File: config.mk
export PLATFORM = sky130hd
export DESIGN_NAME = operand_load_scheduler
export DESIGN_NICKNAME = d
export VERILOG_FILES = /design/src/rtl/operand_load_pkg.sv /design/src/rtl/operand_load_scheduler_load_counter.sv /design/src/rtl/operand_load_scheduler.sv
export SDC_FILE = /design/constraint.sdc
export NUM_CORES = 1
export LEC_CHECK = 0
export BUFFER_PORTS_ARGS = -buffer_cell sky130_fd_sc_hd__buf_2
export CAP_MARGIN = 20
export CORE_ASPECT_RATIO = 1.25
export CORE_UTILIZATION = 55
export DETAILED_ROUTE_END_ITERATION = 8
export MAX_ROUTING_LAYER = met4
export PLACE_DENSITY = 0.91
export SLEW_MARGIN = 10
export SYNTH_ARGS = -nofsm -noshare
export SYNTH_HDL_FRONTEND = slang
export SYNTH_SLANG_ARGS = --single-unit
File: constraint.sdc
create_clock -name clk -period 3.1 [get_ports clk]
set_input_delay 0.62 -clock clk [delete_from_list [all_inputs] [get_ports clk]]
set_output_delay 0.62 -clock clk [all_outputs]
set_load 0.01 [all_outputs]
File: src/rtl/operand_load_pkg.sv
// Shared types and default sizing for the operand load scheduler.
// Latency: n/a (declarations only).
// Backpressure: n/a.
package operand_load_pkg;

    localparam int DEF_DATA_WIDTH         = 16;
    localparam int DEF_LOG2_OF_MEM_HEIGHT = 20;
    localparam int DEF_B_WORDS            = 36864;
    localparam int DEF_A_WORDS            = 4096;
    localparam int DEF_NB_TILES           = 2;
    localparam int CNT_WIDTH              = 32;
    localparam int TILE_IDX_WIDTH         = 8;

    typedef enum logic [2:0] {
        ST_IDLE      = 3'd0,
        ST_LOAD_B    = 3'd1,
        ST_LOAD_A    = 3'd2,
        ST_READY     = 3'd3,
        ST_WAIT_DONE = 3'd4
    } load_state_t;

endpackage

File: src/rtl/operand_load_scheduler_load_counter.sv
// Word counter for one operand stream: counts accepted words, wraps at LIMIT.
// Latency: count and last flag update on the edge after i_en.
// Backpressure: none; advances only when the caller's handshake fires.
module load_counter
    import operand_load_pkg::*;
#(
    parameter int LIMIT  = 4,
    parameter int ADDR_W = 20
) (
    input  logic              i_clk,
    input  logic              i_rst_n,
    input  logic              i_clr,
    input  logic              i_en,
    output logic [ADDR_W-1:0] o_addr,
    output logic              o_last
);

    localparam logic [CNT_WIDTH-1:0] CNT_LAST = CNT_WIDTH'(LIMIT - 1);
    localparam logic [CNT_WIDTH-1:0] CNT_ONE  = CNT_WIDTH'(1);

    logic [CNT_WIDTH-1:0] r_cnt;

    assign o_last = (r_cnt == CNT_LAST);
    assign o_addr = r_cnt[ADDR_W-1:0];

    // Count accepted words; the last word of a block returns the count to 0.
    always_ff @(posedge i_clk) begin
        if (!i_rst_n || i_clr) begin
            r_cnt <= '0;
        end else if (i_en) begin
            r_cnt <= o_last ? '0 : (r_cnt + CNT_ONE);
        end
    end

endmodule

File: src/rtl/operand_load_scheduler.sv
// Streams one job's weights once, then each tile's activations, into operand memories.
// Latency: memory write in the handshake cycle; data_ready one cycle after the last a-word.
// Backpressure: ready depends only on state; a word is written only when valid and ready meet.
module operand_load_scheduler
    import operand_load_pkg::*;
#(
    parameter int DATA_WIDTH         = DEF_DATA_WIDTH,
    parameter int LOG2_OF_MEM_HEIGHT = DEF_LOG2_OF_MEM_HEIGHT,
    parameter int B_WORDS            = DEF_B_WORDS,
    parameter int A_WORDS            = DEF_A_WORDS,
    parameter int NB_TILES           = DEF_NB_TILES
) (
    input  logic                          clk,
    input  logic                          arst_n_in,
    input  logic                          start,
    output logic                          busy,
    input  logic [DATA_WIDTH-1:0]         b_input,
    input  logic                          b_valid,
    output logic                          b_ready,
    input  logic [DATA_WIDTH-1:0]         a_input,
    input  logic                          a_valid,
    output logic                          a_ready,
    output logic                          b_mem_we,
    output logic [LOG2_OF_MEM_HEIGHT-1:0] b_mem_addr,
    output logic [DATA_WIDTH-1:0]         b_mem_wdata,
    output logic                          a_mem_we,
    output logic [LOG2_OF_MEM_HEIGHT-1:0] a_mem_addr,
    output logic [DATA_WIDTH-1:0]         a_mem_wdata,
    output logic                          data_ready,
    input  logic                          tile_done,
    output logic [TILE_IDX_WIDTH-1:0]     tile_idx,
    output logic                          all_done
);

    // Reject sizes the memories or the 8-bit tile index cannot hold.
    if (longint'(A_WORDS) > (longint'(1) << LOG2_OF_MEM_HEIGHT)) begin : g_bad_a_words
        $error("A_WORDS exceeds operand memory height");
    end
    if (longint'(B_WORDS) > (longint'(1) << LOG2_OF_MEM_HEIGHT)) begin : g_bad_b_words
        $error("B_WORDS exceeds operand memory height");
    end
    if (NB_TILES < 1 || NB_TILES > 256) begin : g_bad_nb_tiles
        $error("NB_TILES must be in 1..256");
    end

    localparam logic [TILE_IDX_WIDTH-1:0] LAST_TILE = TILE_IDX_WIDTH'(NB_TILES - 1);
    localparam logic [TILE_IDX_WIDTH-1:0] TILE_ONE  = TILE_IDX_WIDTH'(1);

    load_state_t                  r_state;
    logic [TILE_IDX_WIDTH-1:0]    r_tile_idx;

    logic                          w_b_hs;
    logic                          w_a_hs;
    logic                          w_b_last;
    logic                          w_a_last;
    logic                          w_cnt_clr;
    logic                          w_last_tile;
    logic [LOG2_OF_MEM_HEIGHT-1:0] w_b_addr;
    logic [LOG2_OF_MEM_HEIGHT-1:0] w_a_addr;

    // Everything is forced quiet while reset is held, so a reset that lands
    // mid-load cannot produce one more write before the state clears.
    assign busy       = arst_n_in && (r_state != ST_IDLE);
    assign b_ready    = arst_n_in && (r_state == ST_LOAD_B);
    assign a_ready    = arst_n_in && (r_state == ST_LOAD_A);
    assign data_ready = arst_n_in && (r_state == ST_READY);
    assign tile_idx   = arst_n_in ? r_tile_idx : '0;

    assign w_b_hs      = b_valid && b_ready;
    assign w_a_hs      = a_valid && a_ready;
    assign w_last_tile = (r_tile_idx == LAST_TILE);
    assign all_done    = arst_n_in && (r_state == ST_WAIT_DONE) && tile_done && w_last_tile;

    // Address and data are zeroed outside write cycles to keep the ports idle-clean.
    assign b_mem_we    = w_b_hs;
    assign b_mem_addr  = w_b_hs ? w_b_addr : '0;
    assign b_mem_wdata = w_b_hs ? b_input  : '0;
    assign a_mem_we    = w_a_hs;
    assign a_mem_addr  = w_a_hs ? w_a_addr : '0;
    assign a_mem_wdata = w_a_hs ? a_input  : '0;

    assign w_cnt_clr = (r_state == ST_IDLE);

    load_counter #(
        .LIMIT  (B_WORDS),
        .ADDR_W (LOG2_OF_MEM_HEIGHT)
    ) u_b_cnt (
        .i_clk   (clk),
        .i_rst_n (arst_n_in),
        .i_clr   (w_cnt_clr),
        .i_en    (w_b_hs),
        .o_addr  (w_b_addr),
        .o_last  (w_b_last)
    );

    load_counter #(
        .LIMIT  (A_WORDS),
        .ADDR_W (LOG2_OF_MEM_HEIGHT)
    ) u_a_cnt (
        .i_clk   (clk),
        .i_rst_n (arst_n_in),
        .i_clr   (w_cnt_clr),
        .i_en    (w_a_hs),
        .o_addr  (w_a_addr),
        .o_last  (w_a_last)
    );

    // Job sequencing: weights once per job, then activations and a compute wait per tile.
    always_ff @(posedge clk) begin
        if (!arst_n_in) begin
            r_state    <= ST_IDLE;
            r_tile_idx <= '0;
        end else begin
            case (r_state)
                ST_IDLE: begin
                    r_tile_idx <= '0;
                    if (start) begin
                        r_state <= ST_LOAD_B;
                    end
                end
                ST_LOAD_B: begin
                    if (w_b_hs && w_b_last) begin
                        r_state <= ST_LOAD_A;
                    end
                end
                ST_LOAD_A: begin
                    if (w_a_hs && w_a_last) begin
                        r_state <= ST_READY;
                    end
                end
                ST_READY: begin
                    r_state <= ST_WAIT_DONE;
                end
                ST_WAIT_DONE: begin
                    if (tile_done) begin
                        if (w_last_tile) begin
                            r_state    <= ST_IDLE;
                            r_tile_idx <= '0;
                        end else begin
                            r_state    <= ST_LOAD_A;
                            r_tile_idx <= r_tile_idx + TILE_ONE;
                        end
                    end
                end
                default: begin
                    r_state    <= ST_IDLE;
                    r_tile_idx <= '0;
                end
            endcase
        end
    end

endmodule

==> results of run 1 <==
power breakdown:
part	total, W	switching (W)	internal [W]
Clock	0.000798	0.000413	0.000385
Combinational	0.000493	0.000324	0.000168
Sequential	0.00104	0.0000466	0.000989
Total	0.00233	0.000784	0.00154
state kept, by name (all words and copies together), names as in the netlist:
name / flops
u_a_cnt.r_cnt: 32
u_b_cnt.r_cnt: 32
r_tile_idx: 8
r_state: 3
area by class of cell:
type / instances / area (µm²) / area share
timing repair buffer: 132 / 681 / 0.134
multi-input combinational: 417 / 2540 / 0.500
tap: 92 / 115 / 0.0226
sequential: 75 / 1500 / 0.295
inverter: 11 / 41.3 / 0.00811
clock buffer: 9 / 124 / 0.0243
clock inverter: 7 / 82.6 / 0.0162
stage by stage:
step           total power [W]  area [µm²]
2_1_floorplan          0.00137        4200
3_3_place_gp           0.00152        4880
3_5_place_dp           0.00154        4880
4_1_cts                0.00233        5090
5_1_grt                0.00242        5090
6_report               0.00233        5090
cell usage in the layout (no fill, tap or decap), drive strengths merged, types with 19 or more instances in the layout:
cell type | netlist | layout
buf | 3 | 132
and3 | 84 | 84
dfxtp | 75 | 75
nor2 | 73 | 73
xnor2 | 34 | 34
nand2 | 31 | 31
xor2 | 25 | 25
nand4 | 24 | 24
nand3 | 23 | 23
nor4 | 19 | 19
kinds of logic (layout without fill, tap and decap cells):
| kind of cell | Yosys count | in the layout | share of synthesized area |
|---|---|---|---|
| XOR/XNOR | 59 | 59 | 0.123 |
| AO/OA/AOI/OAI | 33 | 33 | 0.0464 |
| buffers and inverters | 41 | 159 | 0.0375 |
| multiplexers | 2 | 2 | 0.00476 |
| AND/OR/NAND/NOR | 319 | 319 | 0.419 |
| flip-flops | 75 | 75 | 0.357 |
| adder cells (fa/ha/maj) | 4 | 4 | 0.0119 |
worst min-delay path: cells and delay by family, from the launching register on:
kind	cells	cell delay [ns]
flops	1	0.33
compound gates	2	0.11
metal layers:
layer / global-route usage / share of wire / vias up
met5: - / 0 / -
met4: 0.148 / 0.026 / 0
met3: 0.0330 / 0.060 / 21
met2: 0.491 / 0.52 / 201
met1: 0.296 / 0.40 / 1970
li1: - / - / 2114
path summary, 6_finish.rpt:
check	from	to	cells past startpoint
min	u_a_cnt.r_cnt[31]	u_a_cnt.r_cnt[31]	2
max reg2reg	r_state[1]	u_b_cnt.r_cnt[21]	6
max	arst_n_in	b_mem_addr[2]	6
min reg2reg	u_a_cnt.r_cnt[31]	u_a_cnt.r_cnt[31]	2
==> qor.yml, run 1 <==
seq_area_frac_synth: 0.357
io_buffers: 124
grt_start_max_net_pins: 42
cts_resized: 0
fin_crit_sh: 0.882
synth-edff-count: 0
diodes: 0
setup_slack_ns: 0.366
finalHoldViolCount: 0
fin_cells: 743
synth_common_cells: "and3_1, dfxtp_1, nor2_1"
gr-total-overflow: 0
drc_errors: 0
dp.cells: 727
cts.sinks: 75
status: "complete, no violations"
die_area_mm2: 0.00800
h-tree-depth: 3
arrival_ns: 2.11
drv_slew: 0
cts_made_buffers: 9
rrSetupSlack_ns: 0.73
post_drt_wl_per_cell_um: 14.3
core_area_mm2: 0.00740
synthToLayoutAreaGrowth_pct: 21.1
dr_total_vias: 4306
p_per_area_mw_per_mm2: 457
rsz0062_at_grt: "false"
viasPerCell: 5.80
row_count: 35
worst_clock_skew_ns: 0.0171
routed_wl_mm: 10.6
synth_seq_cells: 75
syn-num-nets: 575
antenna_found_initial: 0
syn_avg_cell_area_um2: 7.89
gp_congestion: 0.845
clk_latency_ns: 0.37
n_fill_cell: 578
cts_tree: "done"
pre_cts_ws_ns: 0.371
postCtsSetupRepairBufs: 0
max_clock_freq_mhz: 366
die_w_um: 80.2
critical_path.slowest_cell: "inv_1"
synth_warnings: 0
fin_crit_ns: 2.73
worstHoldPathType: "flip-flop to flip-flop"
die_h_um: 99.7
syn_inst: 533
tns_ns: 0
max-slew-margin-rel: 0.626
cp_max_fo: 22
grt_first_pass_wirelength_mm: 17.1
synth_most_common_cell: "and3_1"
synth_top_cell_area_share: 0.357
synth_area_leader_cell: "dfxtp_1"
firstDrtPassIters: 5
max_stage_delay_ns: 0.38
holdBufCountCts: 0
hpwl_mm: 7.63
setup_viol: 0
cp_common_cell: "buf_2"
end_kind: "primary output"
fin_nets: 688
synth_top_flop_cell: "dfxtp_1"
io_pins: 125
leakage_nw: 2.33
cts_root_buf: "clkbuf_8"
path_class: "input port to primary output"
crit_buf_inv: 4
tightest_slew_ns: 0.557
ir_worst_vdd_uv: 251
cts_buffer_depth: 2
synth_cell_type_count: 44
hold_slack_ns: 0.490
grt_pass1_vias: 3932
cap_violations: 0
cp_data_required_time_ns: 2.48
drtIter0Drc: 336
fin_util: 0.688
critPathLaunchType: "input port"
ant_nets: 0
grt.total_usage: 0.277
path_cells: "buf_2 -> nand4bb_1 -> inv_1 -> buf_4 -> and2_1 -> buf_2"
clkTransAtPathRegs_ns: 0.08
async_flop_share: 0
cp_top_family: "buffers and inverters"
initial_core_util: 0.568
drive_gt1_frac: 0.238
syn_area_mm2: 0.00420
synth.area.top_cells: "dfxtp_1, and3_1, xnor2_1, nor2_1, xor2_1"
Power figures use the tool's default switching activity.
==> inputs of run 2 (changes only) <==
- ABC_AREA: unset -> 1
- BUFFER_PORTS_ARGS: -buffer_cell sky130_fd_sc_hd__buf_2 -> unset
- DONT_BUFFER_PORTS: unset -> 1
- PLACE_DENSITY: 0.91 -> 0.77
==> qor.yml, run 2 <==
h-tree-depth: 3
seq_area_frac_synth: 0.296
final_cell_mix: "nor2_1, nand2_1, inv_1"
fin_crit_sh: 0.831
synth_cell_type_count: 35
routed_wl_mm: 12.8
total_power_w: 0.00229
placed_area_mm2: 0.00515
row_count: 38
syn_avg_cell_area_um2: 5.96
holdBufCountCts: 0
worst_clock_skew_ns: 0.00596
critPathLaunchType: "flip-flop"
synth_top_cell_area_share: 0.296
cts_buffer_depth: 2
post_drt_wl_per_cell_um: 13.2
grt_pass1_vias: 4780
max_clock_freq_mhz: 388
grt_first_pass_wirelength_mm: 21.4
cts_resized: 0
syn_inst: 852
initial_core_util: 0.574
synth_most_common_cell: "nor2_1"
drive_gt1_frac: 0.0820
syn-num-nets: 894
gp_congestion: 0.964
worstHoldPathType: "input port to flip-flop"
path_class: "flip-flop to primary output"
rsz0062_at_grt: "false"
arrival_ns: 1.96
die_area_mm2: 0.00962
synth.area.top_cells: "dfxtp_1, nor2_1, nand2_1, inv_1, nand3_1"
drv_slew: 0
hold_start: "arst_n_in"
min_path_cells: 2
antenna_found_initial: 0
postCtsSetupRepairBufs: 0
clkTransAtPathRegs_ns: 0.09
cts.sinks: 75
grt.total_usage: 0.291
fin_area_mm2: 0.00536
die_w_um: 88.0
hpwl_mm: 9.95
tns_ns: 0
reg_top3: "u_a_cnt.r_cnt: 32 flops, u_b_cnt.r_cnt: 32 flops, r_tile_idx: 8 flops"
firstDrtPassIters: 5
leakage_nw: 2.07
ir_worst_vdd_uv: 275
clk_latency_ns: 0.37
die_h_um: 109
p_per_area_mw_per_mm2: 427
synth-edff-count: 0
synth_seq_cells: 75
synth_area_leader_cell: "dfxtp_1"
status: "complete, no violations"
rrSetupSlack_ns: 0.80
rr_endpoint: "u_b_cnt.r_cnt[17]"
core_area_mm2: 0.00884
gr-total-overflow: 0
end_kind: "primary output"
io_buffers: 0
viasPerCell: 5.33
cap_violations: 0
layout_commonest_cell: "nor2_1"
max-slew-margin-rel: 0.568
synth_top_flop_cell: "dfxtp_1"
cp_data_required_time_ns: 2.48
drc_errors: 0
ant_nets: 0
fin_crit_ns: 2.58
synthToLayoutAreaGrowth_pct: 5.47
finalHoldViolCount: 0
diodes: 0
cts_made_buffers: 9
reg2regPathDepth: 10
syn_area_mm2: 0.00508
cp_max_fo: 33
grt_start_max_net_pins: 51
n_fill_cell: 899
cts_tree: "done"
drtIter0Drc: 295
io_pins: 125
synth_common_cells: "nor2_1, nand2_1, inv_1"
holdPathEnd: "r_state[1]"
fin_nets: 891
cts_root_buf: "clkbuf_8"
dr_total_vias: 5187
rr_startpoint: "r_state[2]"
synth_warnings: 0
setup_viol: 0
tightest_slew_ns: 0.642
async_flop_share: 0
## run 2: cell count changes after synthesis, moves of 15 or more
cell,previous run,this run
a21oi_1,10,43
and2_1,15,0
and3_1,84,0
clkbuf_1,27,5
inv_1,10,146
nand2_1,31,175
nand3_1,23,60
nor2_1,73,176
nor3_1,14,38
xnor2_1,34,0
xor2_1,25,9
## run 2: final cells by class
cell class | instances | area [µm²] | area share
Multi-Input combinational cell | 605 | 2900 | 0.541
Sequential cell | 75 | 1500 | 0.280
Inverter | 155 | 582 | 0.109
Tap cell | 120 | 150 | 0.0280
Clock buffer | 9 | 124 | 0.0231
Clock inverter | 7 | 77.6 | 0.0145
Timing Repair Buffer | 3 | 22.5 | 0.00420
## run 2: report_power, final
part / switching, W / internal (W) / leakage (nW)
clock: 0.000406 / 0.000375 / 0.0881
sequential: 0.0000279 / 0.000982 / 0.604
combinational: 0.000382 / 0.000115 / 1.38
total: 0.000815 / 0.00147 / 2.07
## run 2: cell families (layout without fill, tap and decap cells)
logic type | after synthesis | after routing | synth area share
XOR/XNOR | 9 | 9 | 0.0155
buffers and inverters | 172 | 174 | 0.134
flip-flops | 75 | 75 | 0.296
adder cells (fa/ha/maj) | 4 | 4 | 0.00986
AO/OA/AOI/OAI | 71 | 71 | 0.0774
AND/OR/NAND/NOR | 521 | 521 | 0.468
## run 2: metrics by stage
step / hold slack, ns / instances / util / worst slack (ns)
after global routing: 0.457 / 974 / 0.606 / 0.353
after global placement: 0.469 / 958 / 0.583 / 0.764
after detailed placement: 0.477 / 958 / 0.583 / 0.702
final: 0.462 / 974 / 0.606 / 0.523
after CTS: 0.448 / 974 / 0.606 / 0.513
after floorplan: 0.455 / 852 / - / 0.918
## run 2: worst max-delay path by stage
stage | slack, ns | end | startpoint | depth (start not counted)
CTS | 0.51 | a_mem_addr[5] | r_state[0] | 6
global route | 0.35 | a_mem_addr[5] | r_state[0] | 6
floorplan | 0.92 | b_mem_addr[10] | arst_n_in | 6
finish | 0.52 | a_mem_addr[5] | r_state[0] | 6
detailed placement | 0.70 | u_b_cnt.r_cnt[11] | arst_n_in | 9
global placement | 0.76 | u_b_cnt.r_cnt[11] | arst_n_in | 9
## run 2: metal layers
layer / GRT usage / wire, µm / vias to the layer above
met5: - / 0 / -
met4: 0.138 / 439 / 0
met3: 0.0518 / 645 / 33
met2: 0.513 / 6560 / 172
met1: 0.313 / 5190 / 2334
li1: - / - / 2648
## run 2: worst max-delay path: stages (launching register included)
cell and delay [ns]:
dfxtp_1 0.37, nor2_2 0.16, nand2_2 0.11, nor2_4 0.14
nand2_2 0.23, buf_4 0.32, nor2_1 0.27
==> inputs of run 3 (changes only) <==
- clock period: 3.1 -> 2.6 ns (I/O delays scaled with it)
==> qor.yml, run 3 (same netlist as run 2, synthesis figures left out) <==
hpwl_mm: 9.98
grt_start_max_net_pins: 53
worstHoldPathType: "input port to flip-flop"
cts_root_buf: "clkbuf_8"
grt_pass1_vias: 4898
netSwitchingPower_w: 0.000953
end_kind: "primary output"
n_fill_cell: 864
row_count: 38
p_int_w: 0.00199
cts_resized: 0
fin_area_mm2: 0.00544
arrival_ns: 1.83
crit_buf_inv: 1
fin_crit_sh: 0.903
post_drt_wl_per_cell_um: 13.4
cts_tree: "done"
gr-total-overflow: 0
synthToLayoutAreaGrowth_pct: 7.19
rsz0062_at_grt: "false"
diodes: 0
status: "complete, no violations"
critPathLaunchType: "flip-flop"
grt.total_usage: 0.290
cp_data_required_time_ns: 2.08
drtIter0Drc: 280
max_stage_delay_ns: 0.44
placed_area_mm2: 0.00520
antenna_found_initial: 0
dr_total_vias: 5293
cp_top_family: "simple AND/OR/NAND/NOR gates"
tns_ns: 0
initial_core_util: 0.574
layout_commonest_cell: "nor2_1"
clkTransAtPathRegs_ns: 0.08
setup_viol: 0
fin_crit_ns: 2.35
tightest_slew_ns: 0.568
multi_input_area_mm2: 0.00290
seqCellArea_mm2: 0.00150
reg_top3: "u_a_cnt.r_cnt: 32 flops, u_b_cnt.r_cnt: 32 flops, r_tile_idx: 8 flops"
drc_errors: 0
viasPerCell: 5.42
critical_path.slowest_cell: "dfxtp_1"
gp_congestion: 0.933
die_area_mm2: 0.00962
postCtsSetupRepairBufs: 0
cts.sinks: 75
ant_nets: 0
path_class: "flip-flop to primary output"
p_per_area_mw_per_mm2: 540
cts_made_buffers: 9
io_buffers: 0
max_clock_freq_mhz: 426
io_pins: 125
finalHoldViolCount: 0
drv_slew: 0
worst_clock_skew_ns: 0.0127
p_comb_frac: 0.211
path_cells: "nand3_2 -> nor2_2 -> nand2_4 -> buf_12 -> nor2_1"
max-slew-margin-rel: 0.618
cp_max_fo: 22
grt_first_pass_wirelength_mm: 21.2
cap_violations: 0
core_area_mm2: 0.00884
die_w_um: 88.0
drive_gt1_frac: 0.0840
fin_nets: 894
h-tree-depth: 3
final_cell_mix: "nor2_1, nand2_1, inv_1"
die_h_um: 109
ir_worst_vdd_uv: 319
leakage_nw: 2.13
holdBufCountCts: 0
p_clk_frac: 0.379
firstDrtPassIters: 7
routed_wl_mm: 13.1
clk_latency_ns: 0.36
power_frac_seq: 0.410
sw_frac_of_total: 0.324
cts_buffer_depth: 2
run 3: final cells by class:
type	count	share of cell area
Inverter	155	0.107
Clock buffer	11	0.0260
Timing Repair Buffer	6	0.0129
Multi-Input combinational cell	605	0.533
Sequential cell	75	0.276
Tap cell	120	0.0276
Clock inverter	5	0.0184
run 3: worst reg2reg max path: stages, from the launching register on:
cell and delay, ns:
dfxtp_1 0.47, ha_1 0.26, nand2_1 0.07, inv_1 0.15
nand3_2 0.15, nor2_1 0.20, nand3_2 0.14, nand2_4 0.17
inv_2 0.12, o21ai_0 0.10, a21oi_1 0.06
run 3: path summary, 6_finish.rpt:
kind / startpoint / endpoint / slack, ns / cells past startpoint
setup / recovery: r_state[0] / b_mem_addr[12] / 0.25 / 5
setup reg to reg: u_b_cnt.r_cnt[1] / u_b_cnt.r_cnt[24] / 0.60 / 10
hold reg to reg: u_a_cnt.r_cnt[31] / u_a_cnt.r_cnt[31] / 0.49 / 2
hold / removal: arst_n_in / r_state[1] / 0.38 / 2
run 3: through the flow:
step	power (W)	setup slack [ns]	std cells	hold slack, ns	utilization
finish	0.00294	0.252	977	0.375	0.616
global route	0.00307	0.146	977	0.374	0.616
CTS	0.00295	0.251	977	0.365	0.616
detailed placement	0.00185	0.610	961	0.476	0.588
global placement	0.00184	0.635	961	0.470	0.588
floorplan	0.00170	0.618	852	0.455	-
run 3: power groups by stage:
stage / logic (W) / registers (W) / clock network (W)
finish: 0.000620 / 0.00120 / 0.00111
global route: 0.000691 / 0.00121 / 0.00117
CTS: 0.000621 / 0.00120 / 0.00112
detailed placement: 0.000621 / 0.00123 / 0
global placement: 0.000609 / 0.00123 / 0
floorplan: 0.000480 / 0.00122 / 0
run 3: layer usage:
| metal | track usage | up-vias | wire length [µm] |
|---|---|---|---|
| met5 | - | - | 0 |
| met4 | 0.178 | 0 | 578 |
| met3 | 0.0473 | 48 | 785 |
| met2 | 0.516 | 226 | 6640 |
| met1 | 0.295 | 2364 | 5110 |
| li1 | - | 2655 | - |
